[src/rtl/etapa_busqueda.sv]
// Instruction-fetch stage: owns the PC, selects the next PC (sequential, branch,
// jump, hold) and registers the fetched word plus PC+4 into the IF/ID latch.
module etapa_busqueda #(
    parameter int                 WIDTH    = 32,
    parameter logic [WIDTH-1:0]   RESET_PC = '0
) (
    input  logic               clkFase,
    input  logic               rstFase,
    input  logic               stall,
    input  logic               flush,
    input  logic               branch_taken,
    input  logic [WIDTH-1:0]   branch_target,
    input  logic               jump,
    input  logic [25:0]        jump_index,
    output logic [WIDTH-1:0]   imem_addr,
    input  logic [WIDTH-1:0]   imem_data,
    output logic [WIDTH-1:0]   if_id_instr,
    output logic [WIDTH-1:0]   if_id_pc4,
    output logic               if_id_valid,
    output logic [15:0]        fetch_count
);

    localparam logic [WIDTH-1:0] PC_STEP   = WIDTH'(4);
    localparam logic [15:0]      COUNT_MAX = 16'hFFFF;

    logic [WIDTH-1:0] pc_reg;
    logic [WIDTH-1:0] pc_next;
    logic [WIDTH-1:0] pc4;
    logic [WIDTH-1:0] jump_target;
    logic [WIDTH-1:0] branch_aligned;
    logic [WIDTH-1:0] if_id_instr_reg;
    logic [WIDTH-1:0] if_id_pc4_reg;
    logic             if_id_valid_reg;
    logic [15:0]      fetch_count_reg;
    logic             redirect;
    logic             bubble;
    logic             load;

    // Addition wraps naturally at 2^WIDTH, so the top word rolls over to zero.
    assign pc4            = pc_reg + PC_STEP;
    assign branch_aligned = {branch_target[WIDTH-1:2], 2'b00};
    // The jump sits in decode, so its region bits come from the IF/ID PC+4.
    assign jump_target    = {if_id_pc4_reg[WIDTH-1:28], jump_index, 2'b00};

    assign redirect = branch_taken | jump;
    assign bubble   = flush | redirect;
    assign load     = ~bubble & ~stall;

    always_comb begin
        pc_next = pc4;
        if (branch_taken) begin
            pc_next = branch_aligned;
        end else if (jump) begin
            pc_next = jump_target;
        end else if (stall) begin
            pc_next = pc_reg;
        end
    end

    always_ff @(posedge clkFase or posedge rstFase) begin
        if (rstFase) begin
            pc_reg <= RESET_PC;
        end else begin
            pc_reg <= pc_next;
        end
    end

    always_ff @(posedge clkFase or posedge rstFase) begin
        if (rstFase) begin
            if_id_instr_reg <= '0;
            if_id_pc4_reg   <= '0;
            if_id_valid_reg <= 1'b0;
        end else if (bubble) begin
            if_id_instr_reg <= '0;
            if_id_pc4_reg   <= '0;
            if_id_valid_reg <= 1'b0;
        end else if (!stall) begin
            if_id_instr_reg <= imem_data;
            if_id_pc4_reg   <= pc4;
            if_id_valid_reg <= 1'b1;
        end
    end

    always_ff @(posedge clkFase or posedge rstFase) begin
        if (rstFase) begin
            fetch_count_reg <= '0;
        end else if (load && (fetch_count_reg != COUNT_MAX)) begin
            fetch_count_reg <= fetch_count_reg + 16'd1;
        end
    end

    assign imem_addr   = pc_reg;
    assign if_id_instr = if_id_instr_reg;
    assign if_id_pc4   = if_id_pc4_reg;
    assign if_id_valid = if_id_valid_reg;
    assign fetch_count = fetch_count_reg;

endmodule

[config.mk]
export PLATFORM = sky130hd
export DESIGN_NAME = etapa_busqueda
export DESIGN_NICKNAME = d
export VERILOG_FILES = /design/src/rtl/etapa_busqueda.sv
export SDC_FILE = /design/constraint.sdc
export NUM_CORES = 1
export LEC_CHECK = 0
export CORE_ASPECT_RATIO = 0.7
export CORE_MARGIN = 2
export CORE_UTILIZATION = 37
export CTS_CLUSTER_DIAMETER = 150
export DETAILED_ROUTE_END_ITERATION = 7
export PLACE_DENSITY = 0.68
export SLEW_MARGIN = 10
export SYNTH_ARGS = -nofsm -noshare
export SYNTH_HDL_FRONTEND = slang
export SYNTH_SLANG_ARGS = --single-unit
[constraint.sdc]
create_clock -name clkFase -period 10.9 [get_ports clkFase]
set_input_delay 3.27 -clock clkFase [delete_from_list [all_inputs] [get_ports clkFase]]
set_output_delay 3.27 -clock clkFase [all_outputs]
set_load 0.005 [all_outputs]
Word-level counts from Yosys, hierarchy flattened

Cells that the tools add are included.

Register bits: 113
Bits in latches: 0
RAM bits: 0
ROM bits: 0
Word-level logic and storage cells: 24
Memories kept: 0

Add/sub/neg operators: 2
Multiply operators: 0
Divide/modulo/power cells: 0
$lt $le $gt $ge: 0
Eq/ne operators: 3
Shifts and indexed selects: 0
Mux-type cells: 8
Bitwise operators: 5
Reduce and logical (&&, ||, !) cells: 1

Operator list:

| operator                                       | number |
|---|---|
| 2-to-1 mux 32 bit                              | 6 |
| adder 32 x 3 -> 32 bit (second input constant) | 1 |
| adder 16 x 1 -> 16 bit (second input constant) | 1 |
| != test 16 bit (second input constant)         | 1 |
| != test 3 x 1 -> 1 bit (second input constant) | 1 |
| 2-to-1 mux 1 bit                               | 2 |
| != test 2 x 1 -> 1 bit (second input constant) | 1 |
| NOT 1 bit                                      | 2 |
| OR 1 bit                                       | 2 |
| bitwise AND 1 bit                              | 1 |
| logical AND 1 bit                              | 1 |

Longest topological paths before layout

Gate-level depths: netlist of the first run.

Word-level depth: 5
Depth in mapped cells: 9
Mapped depth without buffers: 6

Worst setup path before layout of the first run

OpenSTA, ideal clock, no wires.

Path kind: input port to flip-flop
Start: in jump
End: reg fetch_count_reg[7] (netlist: fetch_count[7])
Library setup time: 79 ps
Arrival time: 4,727 ps
Data required time: 10,821 ps
Slack: 6,093 ps
Cell stages on the path: 5
Buffers on the path: 1
Cells stage by stage: clkbuf_1 > nor4_1 > and3_1 > nor3b_1 > xor2_1

Longest elaborated chain between the ends: 5

Ends and longest elaborated chain:

| what                 | RTL line | source |
|---|---|---|
| from (decl)          | 13       | `input logic jump,` |
| OR 1 bit             | 45       | `assign redirect = branch_taken \| jump;` |
| OR 1 bit             | 46       | `assign bubble = flush \| redirect;` |
| NOT 1 bit            | 47       | `assign load = ~bubble & ~stall;` |
| bitwise AND 1 bit    | 47       |  |
| logical AND 1 bit    | 87       | `end else if (load && (fetch_count_reg != COUNT_MAX)) begin` |
| to (signal assigned) | 88       | `fetch_count_reg <= fetch_count_reg + 16'd1;` |
| to (decl)            | 34       | `logic [15:0] fetch_count_reg;` |

Every way passes these cells.
A chain may end at the register's enable or synchronous reset.

Final worst setup path of the first run

Start: in branch_taken
End: reg fetch_count_reg[1] (netlist: fetch_count[1])

Longest elaborated chain between the ends: 5

Ends and longest elaborated chain:

| what              | RTL line | source |
|---|---|---|
| from (decl)       | 11       | `input logic branch_taken,` |
| OR 1 bit          | 45       |  |
| OR 1 bit          | 46       |  |
| NOT 1 bit         | 47       |  |
| bitwise AND 1 bit | 47       |  |
| logical AND 1 bit | 87       |  |

Every way passes these cells.

==> results of run 1 <==
==> power by group through the flow <==
stage	sequential [uW]	clock (uW)	combinational, uW
3_5_place_dp	473	0	173
5_1_grt	470	366	189
6_report	466	343	173
4_1_cts	465	349	174
3_3_place_gp	472	0	170
2_1_floorplan	464	0	71.6
==> cell usage in the layout (no fill, tap or decap), drive strengths merged, types with 10 or more instances in the layout <==
cell	count
a21oi	20
a22o	39
and3	12
clkbuf	12
clkdlybuf4s50	204
dfrtp	110
nand2	52
nand3	19
nand4	17
nor2	28
nor3	12
nor4	10
o21ai	39
xnor2	36
xor2	17
==> cell type report <==
class,instances,area (um^2),area share
clock buffer,12,256,0.0324
clock inverter,4,55.1,0.00695
inverter,9,36.3,0.00458
multi-input combinational,377,2490,0.315
sequential,110,2750,0.347
tap,195,244,0.0308
timing repair buffer,210,2090,0.263
==> worst max-delay path by stage <==
stage                                 endpoint  slack, ns  cells after the start
floorplan           fetch_count[0]$_DFFE_PP0P_       4.73                      1
global placement    fetch_count[1]$_DFFE_PP0P_       4.28                      7
detailed placement  fetch_count[1]$_DFFE_PP0P_       4.25                      7
CTS                 fetch_count[1]$_DFFE_PP0P_       4.61                      7
global route        fetch_count[1]$_DFFE_PP0P_       4.24                      7
finish              fetch_count[1]$_DFFE_PP0P_       4.58                      7
==> stage by stage <==
stage / total power [uW] / cells
3_5_place_dp: 646 / 901
3_3_place_gp: 642 / 901
6_report: 981 / 917
4_1_cts: 988 / 917
2_1_floorplan: 536 / 534
5_1_grt: 1030 / 917
==> worst max-delay path, cell delays in order <==
cell             delay, ns
clkdlybuf4s50_1       0.45
buf_4                 0.40
clkinv_1              0.59
nand2_1               0.53
or3_1                 0.79
nor2_1                0.18
mux2_2                0.31
==> logic make-up (layout without fill, tap and decap cells) <==
group,count (synthesis),after routing,synth area share
other,1,2,0.000690
adder cells (fa/ha/maj),2,2,0.00460
multiplexers,3,3,0.00575
buffers and inverters,47,235,0.0375
AND/OR/NAND/NOR,180,180,0.185
XOR/XNOR,53,53,0.0854
flip-flops,110,110,0.506
AO/OA/AOI/OAI,137,137,0.175
==> metal layers <==
metal	up-vias	global-route usage	share of wire
met5	-	0	0
met4	0	0.0571	0.018
met3	17	0.0494	0.084
met2	239	0.332	0.44
met1	2446	0.329	0.46
li1	2299	-	-
==> impl_metrics.tcl, run 1 <==
set metrics [dict create \
    yosysSeqAreaShare 0.506 \
    finalWirelength_mm 17.3 \
    dieArea_um2 15700 \
    syn_inst 533 \
    grt_overflow_total 0 \
    vias 5001 \
    crit_fanout 40 \
    cp.arrival_ns 6.55 \
    fillCellCount 1310 \
    synthArstFlopShare 1.00 \
    synth-main-ff-cell "dfrtp_1" \
    pin_count 209 \
    finalCriticalPeriod_ns 6.32 \
    htreeDepth 3 \
    required_ns 11.13 \
    ant_nets 0 \
    yosysTopAreaCellShare 0.506 \
    track_usage 0.223 \
    post-place-ws_ns 4.25 \
    sw_frac_of_total 0.264 \
    drc_errors 0 \
    slew_viol_final 0 \
    grt_pass1_vias 4990 \
    relSlewSlack 0.384 \
    clk_latency_ns 0.34 \
    hold_path_end "if_id_pc4[21]$_DFFE_PP0P_" \
    clk_pin_slew_ns 0.07 \
    hold_viol 0 \
    yosysTopAreaCell "dfrtp_1" \
    fmax_mhz 158 \
    power_density_nw_per_um2 124 \
    ir_drop_mv 0.0829 \
    design_area_um2 7930 \
    coreArea_um2 14500 \
    largest_reg_flops 32 \
    cts_made_buffers 9 \
    first_iter_violations 340 \
    synth_area_leaders "dfrtp_1, a22o_1, xnor2_1" \
    synth.top_cells.by_count "dfrtp_1, nand2_1, a22o_1" \
    startpoint "branch_taken" \
    synth.distinct_cells 59 \
    pwr-share-comb 0.176 \
    p_int_uw 723 \
    rr_endpoint "imem_addr[27]$_DFFE_PP0P_" \
    synth_seq_cells 110 \
    rows 37 \
    final_core_util 0.545 \
    synthToLayoutAreaGrowth_pct 45.8 \
    power.switching_uw 259 \
    rsz0062_at_grt "no" \
    path_class "in2reg" \
    cts_tree "done" \
    synth-edff-count 0 \
    cap_violations 0 \
    skew_ns 0.00552 \
    clkPwrFrac 0.349 \
    nets 815 \
    place.gp.congestion 0.887 \
    cts-root-buf "clkbuf_16" \
    seqPwrFrac 0.475 \
    port_buffers 204 \
    finalWorstSetupSlack_ns 4.58 \
    ys_warn_count 0 \
    clock-sinks 110 \
    chipHeight_um 105 \
    num_antenna_cells 0 \
    antenna_found_initial 0 \
    setup_viol 0 \
    critPathLaunchType "primary input" \
    hold_slack_ns 0.487 \
    dp_hpwl_mm 12.6 \
    avgViaCountPerCell 5.45 \
    cts_resized 0 \
    postCtsSetupBuffers 0 \
    min_path_type "reg2reg" \
    status "finished, final reports clean" \
    fin_setup_tns_ns 0 \
    grt_max_degree 60 \
    routedWlPerCell_um 18.8 \
    rr_worst_depth 5 \
    die_w_um 149 \
    firstDrtPassIters 5 \
    worstMarginPinSlew_ns 0.925 \
    syn_area_um2 5440 \
    initial_utilization 0.374 \
    end_kind "flop" \
    cts.path.max_buffers 2 \
    synth.most_common_cell "dfrtp_1" \
    drive_gt1_frac 0.0554 \
    hold_buffers 0 \
    grt_pass1_wl_mm 27.4 \
    r2r-start "imem_addr[4]$_DFFE_PP0P_" \
    syn_area_per_cell_um2 10.2 \
    post-route-period-util 0.580 \
    post_dp_cell_area_um2 7610 \
    min_from "if_id_pc4[21]$_DFFE_PP0P_" \
    leakage_uw 0.00320 \
    whs_path_depth 2 \
    r2r_setup_slack_ns 8.35 \
]
No activity file was read; power rests on OpenSTA's default activity.
==> run 2: changes to the inputs <==
--- a/config.mk
+++ b/config.mk
@@ -10,7 +10,7 @@
 export CORE_UTILIZATION = 37
 export CTS_CLUSTER_DIAMETER = 150
 export DETAILED_ROUTE_END_ITERATION = 7
-export PLACE_DENSITY = 0.68
+export PLACE_DENSITY = 0.71
 export SLEW_MARGIN = 10
 export SYNTH_ARGS = -nofsm -noshare
 export SYNTH_HDL_FRONTEND = slang
==> constraint.sdc (replaced) <==
create_clock -name clkFase -period 5.2 [get_ports clkFase]
set_input_delay 1.56 -clock clkFase [delete_from_list [all_inputs] [get_ports clkFase]]
set_output_delay 1.56 -clock clkFase [all_outputs]
set_load 0.005 [all_outputs]
==> run 2 against run 1 <==
Effect of this change:
- first-iteration DRC count is 16% lower
- critical path depth stayed put
- global-route usage is 0.75 points higher
- non-clock buffer count is 6 higher
- wire length is 3.8% higher
- largest cell class unchanged
- critical endpoint is now if_id_instr[0]$_DFFE_PP0P_
- register-to-register slack worse by 5.6 ns
- worst setup slack worse by 3.3 ns
- hold slack worse by 0.0054 ns
==> impl_metrics.tcl, run 2 (synthesized netlist as in run 1, its figures left out) <==
set metrics [dict create \
    critical_path.top_delay_family "buffers and inverters" \
    largest_reg_flops 32 \
    rsz0062_at_grt "no" \
    dieArea_um2 15700 \
    cts_resized 0 \
    cp.arrival_ns 4.19 \
    fin_setup_tns_ns 0 \
    place.gp.congestion 0.940 \
    vias 5082 \
    track_usage 0.231 \
    clk_pin_slew_ns 0.08 \
    postCtsSetupBuffers 0 \
    slew_viol_final 0 \
    power_density_nw_per_um2 259 \
    setup_viol 0 \
    routedWlPerCell_um 19.4 \
    post-route-period-util 0.750 \
    required_ns 5.49 \
    num_antenna_cells 0 \
    drc_errors 0 \
    drive_gt1_frac 0.0646 \
    synthToLayoutAreaGrowth_pct 46.9 \
    crit_buf_inv 4 \
    crit_fanout 55 \
    worstMarginPinSlew_ns 0.827 \
    min_path_type "reg2reg" \
    path_class "in2reg" \
    relSlewSlack 0.449 \
    grt_overflow_total 0 \
    post_dp_cell_area_um2 7670 \
    fillCellCount 1278 \
    coreArea_um2 14500 \
    layout_commonest_cell "clkdlybuf4s50_1" \
    finalWorstSetupSlack_ns 1.30 \
    avgViaCountPerCell 5.51 \
    hold_slack_ns 0.482 \
    status "finished, final reports clean" \
    htreeDepth 3 \
    end_kind "flop" \
    cp_slowest_stage_delay_ns 0.67 \
    pin_count 209 \
    hold_buffers 0 \
    cts.path.max_buffers 2 \
    clk_latency_ns 0.35 \
    initial_utilization 0.374 \
    final_cell_mix "clkdlybuf4s50_1, dfrtp_1, nand2_1, a22o_1" \
    design_area_um2 7990 \
    die_w_um 149 \
    first_iter_violations 284 \
    cts-root-buf "clkbuf_16" \
    hold_viol 0 \
    cts_tree "done" \
    finalWirelength_mm 17.9 \
    cts_made_buffers 9 \
    firstDrtPassIters 5 \
    clock-sinks 110 \
    dp_hpwl_mm 13.3 \
    skew_ns 0.00994 \
    chipHeight_um 105 \
    finalPower_uw 2070 \
    finalCriticalPeriod_ns 3.90 \
    ir_drop_mv 0.172 \
    fmax_mhz 256 \
    cap_violations 0 \
    grt_pass1_wl_mm 27.9 \
    nets 821 \
    antenna_found_initial 0 \
    grt_max_degree 69 \
    cp_slowest_cell "clkdlybuf4s50_1" \
    grt_pass1_vias 5064 \
    port_buffers 204 \
    rows 37 \
    leakage_uw 0.00323 \
    post-place-ws_ns 0.975 \
    ant_nets 0 \
    critPathLaunchType "primary input" \
    worstPathCellList "clkdlybuf4s50_1 -> clkinv_1 -> buf_4 -> nand2_1 -> nor3b_2 -> buf_12 -> a22o_1" \
]
## run 2: changes by cell type in the layout (fill, tap and decap cells not counted)
cell / delta
clkbuf_8: -2
buf_4: +5
buf_12: +1
clkbuf_1: -1
clkinv_4: -1
clkinv_8: +1
inv_6: +3
## run 2: layer usage
metal,vias to the layer above,global-route usage,share of wire
li1,2318,-,-
met1,2509,0.328,0.44
met2,232,0.353,0.45
met3,23,0.0524,0.086
met4,0,0.0680,0.019
met5,-,0,0
## run 2: through the flow
step / instances / util
6_report: 923 / 0.549
5_1_grt: 923 / 0.549
4_1_cts: 923 / 0.549
3_5_place_dp: 907 / 0.528
3_3_place_gp: 907 / 0.528
2_1_floorplan: 534 / -
## run 2: report_power, final
part | switching, uW | total [uW] | internal (uW)
logic | 157 | 370 | 214
clock network | 340 | 724 | 384
registers | 75.5 | 977 | 902
total | 572 | 2070 | 1500
## run 2: worst paths after layout
kind / start / to / slack, ns / cells after the start
hold reg to reg: if_id_pc4[2]$_DFFE_PP0P_ / if_id_pc4[2]$_DFFE_PP0P_ / 0.48 / 2
hold / removal: if_id_pc4[2]$_DFFE_PP0P_ / if_id_pc4[2]$_DFFE_PP0P_ / 0.48 / 2
setup reg to reg: imem_addr[4]$_DFFE_PP0P_ / imem_addr[31]$_DFFE_PP0P_ / 2.76 / 5
max in group asynchronous: rstFase / if_id_pc4[10]$_DFFE_PP0P_ / 2.63 / 3
setup / recovery: branch_taken / if_id_instr[0]$_DFFE_PP0P_ / 1.30 / 7
min in group asynchronous: rstFase / if_id_instr[9]$_DFFE_PP0P_ / 1.72 / 2
## run 2: final cells by class
cell class              count  area (um^2)  share of cell area
well taps                 195          244              0.0305
inverters                   9         36.3             0.00454
multi-input cells         377         2490               0.312
clock buffers               9          225              0.0282
clock inverters             7         88.8              0.0111
flip-flops and latches    110         2750               0.345
repair buffers            216         2140               0.269
## run 2: worst reg2reg max path, cell delays in order, from the launching register on
cell and delay [ns]:
dfrtp_1 0.54, nand3_2 0.27, or4_1 0.84, nor4_4 0.38, xnor2_1 0.19, a31oi_1 0.12
